**config.mk**
```make
export PLATFORM = sky130hd
export DESIGN_NAME = spi_ram_arbiter
export DESIGN_NICKNAME = d
export VERILOG_FILES = /design/src/rtl/spi_ram_arbiter.sv
export SDC_FILE = /design/constraint.sdc
export NUM_CORES = 1
export LEC_CHECK = 0
export ABC_CLOCK_PERIOD_IN_PS = 3360
export BUFFER_PORTS_ARGS = -buffer_cell sky130_fd_sc_hd__clkbuf_2
export CORE_ASPECT_RATIO = 2
export CORE_MARGIN = 2
export CORE_UTILIZATION = 50
export DETAILED_ROUTE_END_ITERATION = 8
export MAX_ROUTING_LAYER = met4
export PLACE_DENSITY_LB_ADDON = 0.12
export SLEW_MARGIN = 20
export SYNTH_ARGS = -nofsm -noshare
export SYNTH_HDL_FRONTEND = slang
export SYNTH_SLANG_ARGS = --single-unit
```
**constraint.sdc**
```tcl
create_clock -name clk -period 3.36 [get_ports clk]
set_clock_uncertainty 0.2 [all_clocks]
set_input_delay 0.336 -clock clk [delete_from_list [all_inputs] [get_ports clk]]
set_output_delay 0.336 -clock clk [all_outputs]
set_load 0.02 [all_outputs]
```
**src/rtl/spi_ram_arbiter.sv**
```systemverilog
// spi_ram_arbiter
//   Round-robin controller that lets two requesters share one single-port
//   SPI RAM. Each granted request is turned into the RAM opcode sequence
//   (00 write address, 01 write data, 10 read address, 11 read fetch).
//   An address phase is skipped when the RAM already holds that address.
//   Completion is a registered one-cycle ack, with read data and a
//   timeout error flag.
//
// Ports
//   clk, rst_n           : clock, asynchronous active-low reset
//   req0/1               : request, held with stable fields until ack
//   we0/1                : 1 = write, 0 = read
//   addr0/1, wdata0/1    : request address / write data
//   ack0/1               : one-cycle completion pulse (registered)
//   rdata0/1             : read data, valid with ack, held otherwise
//   err0/1               : read timed out, valid with ack
//   ram_din              : {opcode[1:0], payload} command word to the RAM
//   ram_rx_valid         : command strobe to the RAM
//   ram_dout             : RAM read data
//   ram_tx_valid         : RAM read data valid (only looked at in RD_WAIT)
module spi_ram_arbiter #(
    parameter int MEM_WIDTH = 8,
    parameter int ADDR_SIZE = 8,
    parameter int TIMEOUT   = 4
) (
    input  logic                 clk,
    input  logic                 rst_n,
    input  logic                 req0,
    input  logic                 we0,
    input  logic [ADDR_SIZE-1:0] addr0,
    input  logic [MEM_WIDTH-1:0] wdata0,
    input  logic                 req1,
    input  logic                 we1,
    input  logic [ADDR_SIZE-1:0] addr1,
    input  logic [MEM_WIDTH-1:0] wdata1,
    output logic                 ack0,
    output logic                 ack1,
    output logic [MEM_WIDTH-1:0] rdata0,
    output logic [MEM_WIDTH-1:0] rdata1,
    output logic                 err0,
    output logic                 err1,
    output logic [MEM_WIDTH+1:0] ram_din,
    output logic                 ram_rx_valid,
    input  logic [MEM_WIDTH-1:0] ram_dout,
    input  logic                 ram_tx_valid
);

    localparam int CW = $clog2(TIMEOUT + 1);

    typedef enum logic [2:0] {
        IDLE, WR_ADDR, WR_DATA, RD_ADDR, RD_CMD, RD_WAIT, DONE
    } state_t;

    state_t                 state, state_nxt;

    // Latched request of the current owner
    logic                   owner;
    logic                   we_q;
    logic [ADDR_SIZE-1:0]   addr_q;
    logic [MEM_WIDTH-1:0]   wdata_q;
    logic                   last_grant;

    // Address caches: what the RAM's write / read address registers hold
    logic                   wc_vld, rc_vld;
    logic [ADDR_SIZE-1:0]   wc_addr, rc_addr;

    logic [CW-1:0]          cnt;

    // Control strobes from the next-state logic
    logic                   grant, grant_id;
    logic                   wc_load, rc_load;
    logic                   cnt_clr, cnt_inc;
    logic                   rd_ok, rd_to;

    // Selected requester fields during arbitration
    logic                   sel_we;
    logic [ADDR_SIZE-1:0]   sel_addr;
    logic [MEM_WIDTH-1:0]   addr_ext;

    always_comb begin
        addr_ext = '0;
        addr_ext[ADDR_SIZE-1:0] = addr_q;
    end

    // Tie goes to the requester not served last time
    always_comb begin
        grant_id = 1'b0;
        if (req0 && req1) grant_id = ~last_grant;
        else if (req1)    grant_id = 1'b1;
        sel_we   = grant_id ? we1   : we0;
        sel_addr = grant_id ? addr1 : addr0;
    end

    always_ff @(posedge clk or negedge rst_n) begin
        if (!rst_n) state <= IDLE;
        else        state <= state_nxt;
    end

    always_comb begin
        state_nxt    = state;
        ram_din      = '0;
        ram_rx_valid = 1'b0;
        grant        = 1'b0;
        wc_load      = 1'b0;
        rc_load      = 1'b0;
        cnt_clr      = 1'b0;
        cnt_inc      = 1'b0;
        rd_ok        = 1'b0;
        rd_to        = 1'b0;
        case (state)
            IDLE: begin
                if (req0 || req1) begin
                    grant = 1'b1;
                    if (sel_we)
                        state_nxt = (wc_vld && wc_addr == sel_addr) ? WR_DATA : WR_ADDR;
                    else
                        state_nxt = (rc_vld && rc_addr == sel_addr) ? RD_CMD : RD_ADDR;
                end
            end
            WR_ADDR: begin
                ram_din      = {2'b00, addr_ext};
                ram_rx_valid = 1'b1;
                wc_load      = 1'b1;
                state_nxt    = WR_DATA;
            end
            WR_DATA: begin
                ram_din      = {2'b01, wdata_q};
                ram_rx_valid = 1'b1;
                state_nxt    = DONE;
            end
            RD_ADDR: begin
                ram_din      = {2'b10, addr_ext};
                ram_rx_valid = 1'b1;
                rc_load      = 1'b1;
                state_nxt    = RD_CMD;
            end
            RD_CMD: begin
                // Fetch opcode is presented without a strobe
                ram_din   = {2'b11, {MEM_WIDTH{1'b0}}};
                cnt_clr   = 1'b1;
                state_nxt = RD_WAIT;
            end
            RD_WAIT: begin
                if (ram_tx_valid) begin
                    rd_ok     = 1'b1;
                    state_nxt = DONE;
                end else if (cnt == CW'(TIMEOUT)) begin
                    rd_to     = 1'b1;
                    state_nxt = DONE;
                end else begin
                    cnt_inc = 1'b1;
                end
            end
            DONE:    state_nxt = IDLE;
            default: state_nxt = IDLE;
        endcase
    end

    // Request latch and arbitration history
    always_ff @(posedge clk or negedge rst_n) begin
        if (!rst_n) begin
            owner      <= 1'b0;
            we_q       <= 1'b0;
            addr_q     <= '0;
            wdata_q    <= '0;
            last_grant <= 1'b1;
        end else if (grant) begin
            owner      <= grant_id;
            we_q       <= sel_we;
            addr_q     <= sel_addr;
            wdata_q    <= grant_id ? wdata1 : wdata0;
            last_grant <= grant_id;
        end
    end

    // Address caches; a timeout leaves the RAM state unknown, so drop both
    always_ff @(posedge clk or negedge rst_n) begin
        if (!rst_n) begin
            wc_vld  <= 1'b0;
            wc_addr <= '0;
            rc_vld  <= 1'b0;
            rc_addr <= '0;
        end else if (rd_to) begin
            wc_vld <= 1'b0;
            rc_vld <= 1'b0;
        end else begin
            if (wc_load) begin
                wc_vld  <= 1'b1;
                wc_addr <= addr_q;
            end
            if (rc_load) begin
                rc_vld  <= 1'b1;
                rc_addr <= addr_q;
            end
        end
    end

    always_ff @(posedge clk or negedge rst_n) begin
        if (!rst_n)       cnt <= '0;
        else if (cnt_clr) cnt <= '0;
        else if (cnt_inc) cnt <= cnt + 1'b1;
    end

    // Completion outputs: registered so ack/err/rdata line up in DONE
    always_ff @(posedge clk or negedge rst_n) begin
        if (!rst_n) begin
            ack0   <= 1'b0;
            ack1   <= 1'b0;
            err0   <= 1'b0;
            err1   <= 1'b0;
            rdata0 <= '0;
            rdata1 <= '0;
        end else begin
            ack0 <= (state_nxt == DONE) && (state != DONE) && !owner;
            ack1 <= (state_nxt == DONE) && (state != DONE) &&  owner;
            err0 <= rd_to && !owner;
            err1 <= rd_to &&  owner;
            if (rd_ok) begin
                if (owner) rdata1 <= ram_dout;
                else       rdata0 <= ram_dout;
            end else if (rd_to) begin
                if (owner) rdata1 <= '0;
                else       rdata0 <= '0;
            end
        end
    end

    // we_q only steers the path choice at grant time; kept for debug visibility
    logic unused_we;
    assign unused_we = we_q;

endmodule

```
Word-level counts from Yosys, hierarchy flattened
Cells that the tools add are included.
- muxes and demuxes: 41
- reductions and logical operators: 20
- add/sub/neg operators: 1
- bitwise logic cells: 2
- eq/ne operators: 14
- operators by type and width (cell ; count):
    8-bit two-way mux ; 10
    10-bit one-hot mux with 4 select lines ; 1
    1-bit two-way mux ; 21
    3-bit two-way mux ; 7
    3-bit one-hot mux with 6 select lines ; 1
    8-bit equality test ; 2
    3-bit equality test (second input constant) ; 4
    1-bit logical AND ; 8
    2-bit != test (second input constant) ; 4
    2-bit nonzero test ; 4
    3-bit by 2-bit equality test with 1-bit output (second input constant) ; 2
    3-bit AND reduction ; 2
    2-bit AND reduction ; 2
    3-bit by 1-bit adder with 3-bit output (second input constant) ; 1
    3-bit by 1-bit equality test with 1-bit output (second input constant) ; 1
    3-bit zero test ; 1
    3-bit != test (second input constant) ; 1
    3-bit OR reduction ; 1
    2-bit two-way mux ; 1
    1-bit inverter ; 2
    1-bit zero test ; 1
    1-bit logical OR ; 1
- logic and storage cells: 94
- output and inout port bits: 31
- bits of input ports: 47
- register bits after elaboration: 62

Depth between registers and ports, before layout
Gate-level depths: netlist of run 1.
- word-level depth: 12
- gate-level depth with buffers: 8
- gate-level depth less buffers: 7

Worst setup path before layout of run 1
OpenSTA, ideal clock, no wires.
- path type: register -> register
- start point: reg state[2]
- end point: reg ack0
- arrival time: 2.110 ns
- clock period less this slack: 2.411 ns
- path slack: 0.949 ns
- stages on the path, launching flop included: 7
- buffers on the path: 1
- data required time: 3.059 ns
- cell sequence: dfrtp_1 > clkbuf_1 > nor3_1 > o21ai_0 > or4_1 > o211a_1 > nor4_1
- longest elaborated chain between the ends: 6
- elaborated cells between the ends (all ways): 14
- classes of those cells: eq/ne (7); mux (4); reduce/logical (3)
- ends and longest elaborated chain (what ; RTL line ; source):
    start: declaration ; 54 ; state_t state, state_nxt;
    start signal: assignment ; 96 ; else state <= state_nxt;
    3-bit two-way mux ; 147 ; end else if (cnt == CW'(TIMEOUT)) begin
    3-bit two-way mux ; 144 ; if (ram_tx_valid) begin
    3-bit one-hot mux with 6 select lines ; 110 ; case (state)
    3-bit equality test ; 214 ; ack0 <= (state_nxt == DONE) && (state != DONE) && !owner;
    1-bit logical AND * (2 in series) ; 214 ;
    end signal: assignment ; 214 ;
    end: declaration ; 36 ; output logic ack0,
Mark *: on every way between the ends. The rest lies on a longest branch, timed or not.
A chain may end at the register's enable or synchronous reset.

Worst setup path in the final report of run 1
- start point: reg last_grant
- end point: reg ack0
- longest elaborated chain between the ends: 12
- elaborated cells between the ends (all ways): 16
- classes of those cells: eq/ne (3); mux (8); bitwise (1); reduce/logical (4)
- ends and longest elaborated chain (what ; RTL line ; source):
    start: declaration ; 61 ; logic last_grant;
    start signal: assignment ; 172 ; last_grant <= grant_id;
    1-bit inverter * ; 88 ; if (req0 && req1) grant_id = ~last_grant;
    1-bit two-way mux * ; 88 ;
    8-bit two-way mux ; 91 ; sel_addr = grant_id ? addr1 : addr0;
    8-bit equality test (on tied branches) ; 117, 115 ;
    1-bit logical AND (on tied branches) ; 117, 115 ;
    3-bit two-way mux or 2-bit two-way mux (tied branches) ; 117, 115 ;
    3-bit two-way mux * ; 114 ; if (sel_we)
    3-bit two-way mux * ; 112 ; if (req0 || req1) begin
    3-bit one-hot mux with 6 select lines * ; 110 ;
    3-bit equality test * ; 214 ;
    1-bit logical AND * (2 in series) ; 214 ;
Marks and branches as above.

==> impl_metrics.py, run 1 <==
metrics = {
    "run_status": {
        "status": "finished clean",
    },
    "synth": {
        "count_leader_synth": "dfrtp_1",
        "ys_dominant_reg_cell": "dfrtp_1",
        "synth-xor-area-share": 0.03262,
        "async_flop_share": 1.000,
        "ff_latch_count_synth": 62,
        "synth_largest_area_cell": "dfrtp_1",
        "synth_compound_gate_area_share": 0.1794,
        "synth_edf_count": 0,
        "ys_top_cells_by_count": "61 x dfrtp_1, 54 x nand2_1, 32 x nor2_1, 27 x inv_1, 18 x o21ai_1",
        "post_synth_main_area_contributors": "dfrtp_1 47%, nand2_1 6.3%, mux2_2 4.2%",
        "synth.distinct_cells": 44,
        "yosysSeqAreaShare": 0.4819,
        "synth_simple_gate_area_share": 0.1724,
        "post_synth_fa_ha_maj_area_fraction": 0.01165,
        "synth_top_area_share": 0.4738,
        "yosysWarnings": 0,
        "synth.net_count": 405,
        "postSynthCellCount": 355,
        "mappedNetlistArea_sq_mm": 0.003222,
        "largest_family_of_logic_cells_by_synthesized_area": "compound AO/OA/AOI/OAI gates",
        "post_synth_mux_area_share": 0.06680,
        "syn_area_per_cell_sq_um": 9.076,
    },
    "worst_setup_path": {
        "setup.worst_path.start_class": "flop",
        "critical-path-slowest-cell": "dfstp_2",
        "timing.critical_path.arrival_ns": 2.87,
        "timing.critical_path.cells": "a21bo_1 > o2111ai_1 > o221ai_1 > o21ai_0 > or4_1 > o211a_1 > nor4_1",
        "timing_worst_setup_path_type": "flop to flop",
        "crit_buf_inv": 0,
        "worst-endpoint-required_ns": 3.39,
        "worst-path-max-fanout": 19,
        "critical_path_s_largest_stage_delay_ns": 0.57,
        "critPathTopFamily": "compound AO/OA/AOI/OAI gates",
        "timing.critical_path.to_type": "flop",
    },
    "final_layout": {
        "fin_area_sq_mm": 0.004040,
        "num-fill-cells": 565,
        "n_antenna_cell": 0,
        "multiInputGateArea_sq_mm": 0.001491,
        "layout-drive-gt1-share": 0.2642,
        "register_area_sq_mm": 0.001553,
        "design.final.nets": 484,
        "synthToLayoutAreaGrowth_pct": 25.40,
    },
    "place": {
        "detailedPlacementHpwl_um": 6458,
        "placement.cell_area_sq_mm": 0.003706,
        "io_buffer_count": 77,
        "gp_congestion": 0.9313,
    },
    "pwr": {
        "cell_internal_pwr_mw": 2.298,
        "pwr-share-clk": 0.264,
        "swShare": 0.3876,
        "fin_total_pwr_mw": 3.753,
        "leakage_nw": 1.918,
        "power.share.combinational": 0.385,
        "sequentialPowerShare": 0.350,
        "power_density_mw_per_mm2": 928.8,
        "vdd.ir_drop.worst_v": 0.0004455,
        "p_sw_mw": 1.455,
    },
    "grt": {
        "global_route.overflow_total": 0,
        "global_route.usage.met3": 0.05495,
        "grt_start_max_net_pins": 63,
        "grt_antenna_before_repair": 0,
        "first_global_vias": 2927,
        "grt_pass1_wl_um": 13680,
        "grt_most_used_layer": "met2",
        "global_route.usage.total": 0.2713,
        "grt_util_met2": 0.4556,
        "gr-usage-met1": 0.2627,
    },
    "route": {
        "drt-wirelength-per-cell_um": 16.21,
        "ant_nets": 0,
        "viasPerCell": 5.516,
        "detail_route.wirelength_um": 8510,
        "initialDrtViolationCount": 145,
        "drc_errors": 0,
        "detailroute.via_count": 2896,
        "drtPass1Iterations": 4,
    },
    "timing": {
        "hold_viol_final": 0,
        "setup_repair_after_global_routing_missed_its_margin": "no",
        "worst_slew_pin_slew_ns": 0.7788,
        "fin_crit_sh": 0.8477,
        "period_needed_ns": 2.848,
        "fin_setup_tns_ns": 0,
        "final-max-slew-violation-count": 0,
        "max_clock_freq_mhz": 351.1,
        "max-slew-margin-rel": 0.4808,
        "setup_violations": 0,
    },
    "die": {
        "chipHeight_um": 117.5,
        "rows": 41,
        "initial_util": 0.5148,
        "floorplan.core_area_sq_mm": 0.006259,
        "floorplan.die_area_sq_mm": 0.007141,
        "chipWidth_um": 60.76,
        "ioPinCount": 78,
    },
    "clocking": {
        "cts_max_level": 3,
        "clk_pin_slew_worst_paths_ns": 0.05,
        "cts-resized-gates": 0,
        "clk_root_buffer_cell": "clkbuf_16",
        "clk_latency_ns": 0.33,
        "cts.hold.buffers_added": 1,
        "clock_sinks": 62,
        "tritoncts": "built",
        "cts_setup_buffers": 0,
        "cts.path.max_buffers": 2,
        "cts_inserted_buffers": 9,
    },
    "run": {
        "max_cap_violations": 0,
    },
    "hold_path": {
        "worst_hold_path_type": "primary input to flop",
    },
}
[placed cells by master, fill, tap and decap left out, types with 2 or more instances in the layout]
cell type | netlist | final
clkbuf_16 | 0 | 9
clkinvlp_4 | 0 | 2
o2111ai_1 | 4 | 4
o31ai_1 | 2 | 2
or3_1 | 3 | 3
a21oi_1 | 4 | 4
bufinv_16 | 0 | 2
ha_1 | 3 | 3
o221ai_1 | 4 | 4
xor2_1 | 4 | 4
nand3_1 | 11 | 11
a2111o_1 | 2 | 2
o21ai_0 | 14 | 14
nand2_1 | 54 | 54
a221oi_1 | 2 | 2
nor2_1 | 32 | 32
o21a_1 | 2 | 2
inv_1 | 27 | 27
nor2b_1 | 4 | 4
nand4_1 | 2 | 2
buf_4 | 1 | 9
nor4_1 | 3 | 3
mux2i_1 | 8 | 8
a22oi_1 | 8 | 8
o21ai_1 | 18 | 18
nand2b_1 | 11 | 11
a31oi_1 | 14 | 14
nor3_1 | 4 | 4
o22ai_1 | 2 | 2
xnor2_1 | 8 | 8
clkbuf_2 | 0 | 77
mux2_2 | 12 | 12
clkinv_2 | 0 | 2
dfrtp_1 | 61 | 61
[power by group through the flow]
stage | sequential [mW] | combinational (mW) | clock (mW)
after floorplan | 1.28 | 1.00 | 0
after global placement | 1.31 | 1.42 | 0
after detailed placement | 1.33 | 1.45 | 0
after CTS | 1.32 | 1.45 | 1.01
after global routing | 1.36 | 1.61 | 1.05
final | 1.32 | 1.45 | 0.993
[metal layers]
layer	part of all wire	routed length, um
met1	0.34	2893
met2	0.56	4740
met3	0.043	362
met4	0.060	514
met5	0	0
[flip-flops by register name, summed over array words and instances (netlist names)]
register    cells
ack1            1
addr_ext        8
rdata0          8
owner           1
rc_addr         8
rdata1          8
wdata_q         8
ack0            1
err1            1
wc_addr         8
last_grant      1
err0            1
rc_vld          1
wc_vld          1
state           3
cnt             3
[cell type report]
cell class | count | area share
inverter | 27 | 0.02509
tap | 86 | 0.02663
multi-input combinational | 247 | 0.3692
clock inverter | 6 | 0.02106
timing repair buffer | 87 | 0.1146
clock buffer | 10 | 0.05915
sequential | 62 | 0.3843
[worst register-to-register path, cell delays in order, from the launching register on]
cell,delay (ns)
dfstp_2,0.57
a21bo_1,0.52
o2111ai_1,0.26
o221ai_1,0.22
o21ai_0,0.14
or4_1,0.42
o211a_1,0.17
nor4_1,0.24
[final timing paths]
path / startpoint / slack (ns) / endpoint / cells after the start
worst max-delay path: last_grant$_DFFE_PN1P_ / 0.51 / ack0$_DFF_PN0_ / 7
worst min-delay path: ram_dout[4] / 0.03 / rdata1[4]$_DFFE_PN0P_ / 3
worst max register to register: last_grant$_DFFE_PN1P_ / 0.51 / ack0$_DFF_PN0_ / 7
worst min register to register: wc_vld$_DFFE_PN0P_ / 0.28 / wc_vld$_DFFE_PN0P_ / 1
max in group asynchronous: rst_n / 1.93 / rc_addr[1]$_DFFE_PN0P_ / 3
min in group asynchronous: rst_n / 0.51 / rdata1[6]$_DFFE_PN0P_ / 3
[cells by family after synthesis]
| family | count (synthesis) |
|---|---|
| adders and majority gates | 3 |
| muxes | 20 |
| and+or+nand+nor | 126 |
| buffers and inverters | 46 |
| xor gates and xnor gates | 12 |
| AOI/OAI and AO/OA | 86 |
| DFF | 62 |
[stage by stage]
stage               cells  setup slack [ns]  hold slack (ns)    util
global route          525            0.2915          0.03861  0.6455
floorplan             355            0.9487          -0.1596       -
CTS                   525            0.5018          0.02092  0.6455
global placement      508            0.5969           0.2663  0.5922
finish                525            0.5118          0.03146  0.6455
detailed placement    508            0.5116           0.2738  0.5922
Power figures use the tool's default switching activity.
==> inputs of run 2 (changes only) <==
--- a/config.mk
+++ b/config.mk
@@ -5,7 +5,8 @@
 export SDC_FILE = /design/constraint.sdc
 export NUM_CORES = 1
 export LEC_CHECK = 0
-export ABC_CLOCK_PERIOD_IN_PS = 3360
+export ABC_AREA = 1
+export ABC_CLOCK_PERIOD_IN_PS = 2770
 export BUFFER_PORTS_ARGS = -buffer_cell sky130_fd_sc_hd__clkbuf_2
 export CORE_ASPECT_RATIO = 2
 export CORE_MARGIN = 2
==> constraint.sdc (replaced) <==
create_clock -name clk -period 2.77 [get_ports clk]
set_clock_uncertainty 0.2 [all_clocks]
set_input_delay 0.277 -clock clk [delete_from_list [all_inputs] [get_ports clk]]
set_output_delay 0.277 -clock clk [all_outputs]
set_load 0.02 [all_outputs]
==> run 2 against run 1 <==
Net effect:
- count of clock-buffer cells in the layout increased by 2
- largest power group unchanged
- highest routed layer unchanged
- synthesized cell count rose by 17%
- flip-flop and latch count did not move
- sequential power increased by 8%
- sequential share of layout area grew 0.81 points
- clock power is 15% higher
- worst setup slack lost 0.26 ns
- first-iteration DRC count is 110% higher
- total power rose by 9.9%
- cell count rose by 13%
- synthesized area is 2.4% lower
==> impl_metrics.py, run 2 <==
metrics = {
    "synth": {
        "syn_area_per_cell_sq_um": 7.540,
        "post_synth_main_area_contributors": "dfrtp_1 49%, nand2_1 15%, o21ai_0 8.0%",
        "ys_top_cells_by_count": "124 x nand2_1, 61 x dfrtp_1, 60 x inv_1, 50 x o21ai_0, 34 x nor2_1",
        "synth_top_area_share": 0.4855,
        "mappedNetlistArea_sq_mm": 0.003144,
        "yosysSeqAreaShare": 0.4938,
        "ff_latch_count_synth": 62,
        "yosysWarnings": 0,
        "synth_edf_count": 0,
        "async_flop_share": 1.000,
        "synth.distinct_cells": 27,
        "ys_dominant_reg_cell": "dfrtp_1",
        "postSynthCellCount": 417,
        "synth.net_count": 467,
        "synth_largest_area_cell": "dfrtp_1",
        "count_leader_synth": "nand2_1",
    },
    "route": {
        "ant_nets": 0,
        "detailroute.via_count": 3039,
        "drt-wirelength-per-cell_um": 13.89,
        "drc_errors": 0,
        "detail_route.wirelength_um": 8209,
        "initialDrtViolationCount": 310,
        "viasPerCell": 5.142,
        "drtPass1Iterations": 5,
    },
    "clocking": {
        "cts_setup_buffers": 0,
        "clk_latency_ns": 0.34,
        "clk_root_buffer_cell": "clkbuf_16",
        "cts_inserted_buffers": 9,
        "clock_sinks": 62,
        "cts.path.max_buffers": 2,
        "cts_max_level": 3,
        "clk_pin_slew_worst_paths_ns": 0.05,
        "tritoncts": "built",
    },
    "place": {
        "detailedPlacementHpwl_um": 6212,
        "io_buffer_count": 77,
        "preCtsSetupSlack_ns": 0.3396,
        "dpl_cells": 574,
        "gp_congestion": 0.9151,
    },
    "grt": {
        "grt_antenna_before_repair": 0,
        "first_global_vias": 3004,
        "global_route.usage.total": 0.2671,
        "grt_pass1_wl_um": 13230,
        "global_route.overflow_total": 0,
        "grt_start_max_net_pins": 28,
    },
    "worst_setup_path": {
        "timing_worst_setup_path_type": "flop to primary output",
        "setup.worst_path.start_class": "flop",
        "worst-endpoint-required_ns": 2.29,
        "worst-path-max-fanout": 10,
        "regToRegSetupSlack_ns": 0.28,
        "timing.critical_path.arrival_ns": 2.04,
        "timing.critical_path.to_type": "primary output",
    },
    "pwr": {
        "power.share.combinational": 0.381,
        "cell_internal_pwr_mw": 2.481,
        "power_density_mw_per_mm2": 1042,
        "vdd.ir_drop.worst_v": 0.0006304,
        "fin_total_pwr_mw": 4.123,
        "swShare": 0.3983,
        "leakage_nw": 2.121,
        "p_sw_mw": 1.642,
        "pwr-share-clk": 0.276,
        "sequentialPowerShare": 0.343,
    },
    "run": {
        "max_cap_violations": 0,
    },
    "final_layout": {
        "post_layout_nonfiller_instances": 591,
        "final_common_cell": "nand2_1",
        "most-common-layout-cells": "124 x nand2_1, 77 x clkbuf_2, 61 x dfrtp_1",
        "design.final.nets": 552,
        "layout-drive-gt1-share": 0.2110,
        "post_route_core_utilization": 0.6533,
        "n_antenna_cell": 0,
        "num-fill-cells": 561,
        "synthToLayoutAreaGrowth_pct": 25.83,
    },
    "die": {
        "floorplan.core_area_sq_mm": 0.006056,
        "initial_util": 0.5192,
        "floorplan.die_area_sq_mm": 0.006977,
        "rows": 40,
        "ioPinCount": 78,
        "chipWidth_um": 60.08,
        "chipHeight_um": 116.1,
    },
    "timing": {
        "worst_slew_pin_slew_ns": 0.5834,
        "final-max-slew-violation-count": 0,
        "fin_setup_tns_ns": 0,
        "period_needed_ns": 2.517,
        "max-slew-margin-rel": 0.6110,
        "setup_violations": 0,
        "hold_viol_final": 0,
        "fin_crit_sh": 0.9086,
        "max_clock_freq_mhz": 397.3,
        "setup_slack_ns": 0.2531,
        "setup_repair_after_global_routing_missed_its_margin": "no",
    },
    "run_status": {
        "status": "finished clean",
    },
    "hold_path": {
        "worst_hold_path_type": "primary input to flop",
    },
}
## run 2: cell type report
class | count | area [sq um] | share of cell area
Sequential cell | 62 | 1553 | 0.3925
Multi-Input combinational cell | 280 | 1292 | 0.3267
Timing Repair Buffer | 86 | 467.9 | 0.1183
Clock buffer | 12 | 256.5 | 0.06483
Inverter | 63 | 236.5 | 0.05977
Tap cell | 84 | 105.1 | 0.02657
Clock inverter | 4 | 45.04 | 0.01139
## run 2: logic make-up after synthesis
group                    synth area share
AO/OA/AOI/OAI                      0.1269
XOR/XNOR                         0.005572
adder cells (fa/ha/maj)           0.01194
buffers and inverters             0.09789
flip-flops                         0.4938
AND/OR/NAND/NOR                    0.2638
## run 2: metal layers
metal | part of all wire | vias to the layer above | global-route usage
li1 | - | 1499 | -
met1 | 0.37 | 1390 | 0.2861
met2 | 0.53 | 126 | 0.4413
met3 | 0.061 | 24 | 0.06202
met4 | 0.036 | 0 | 0.1467
met5 | 0 | - | -
## run 2: power groups by stage
stage / Sequential [mW] / Combinational, mW / Clock (mW)
4_1_cts: 1.41 / 1.56 / 1.14
3_3_place_gp: 1.41 / 1.52 / 0
3_5_place_dp: 1.43 / 1.55 / 0
2_1_floorplan: 1.43 / 1.03 / 0
5_1_grt: 1.45 / 1.77 / 1.19
6_report: 1.42 / 1.57 / 1.14
## run 2: worst max-delay path, cell delays in order, from the launching register on
cell	delay (ns)
dfrtp_1	0.47
nor2_1	0.14
clkinv_1	0.26
nor2_1	0.24
buf_4	0.21
nand2_1	0.08
o211ai_1	0.10
clkbuf_2	0.20
## run 2: path summary, 6_finish.rpt
kind | start | endpoint | depth (start not counted)
max | state[2]$_DFF_PN0_ | ram_din[4] | 7
min | ram_dout[1] | rdata1[1]$_DFFE_PN0P_ | 3
max reg2reg | last_grant$_DFFE_PN1P_ | ack1$_DFF_PN0_ | 14
min reg2reg | last_grant$_DFFE_PN1P_ | last_grant$_DFFE_PN1P_ | 2
max in group asynchronous | rst_n | last_grant$_DFFE_PN1P_ | 3
min in group asynchronous | rst_n | wdata_q[2]$_DFFE_PN0P_ | 2
## run 2: stage by stage
| step | hold WS, ns | cell area (sq um) |
|---|---|---|
| finish | 0.004818 | 3956 |
| floorplan | -0.2186 | 3144 |
| global route | 0.02098 | 3956 |
| global placement | 0.09199 | 3636 |
| detailed placement | 0.1024 | 3636 |
| CTS | 0.001852 | 3948 |
## run 2: repair_timing
action	4_1_cts	5_1_grt
endpoints found under the setup margin	0	1
hold endpoints to repair	20	0
hold buffers	1	0
gates resized for setup	0	1
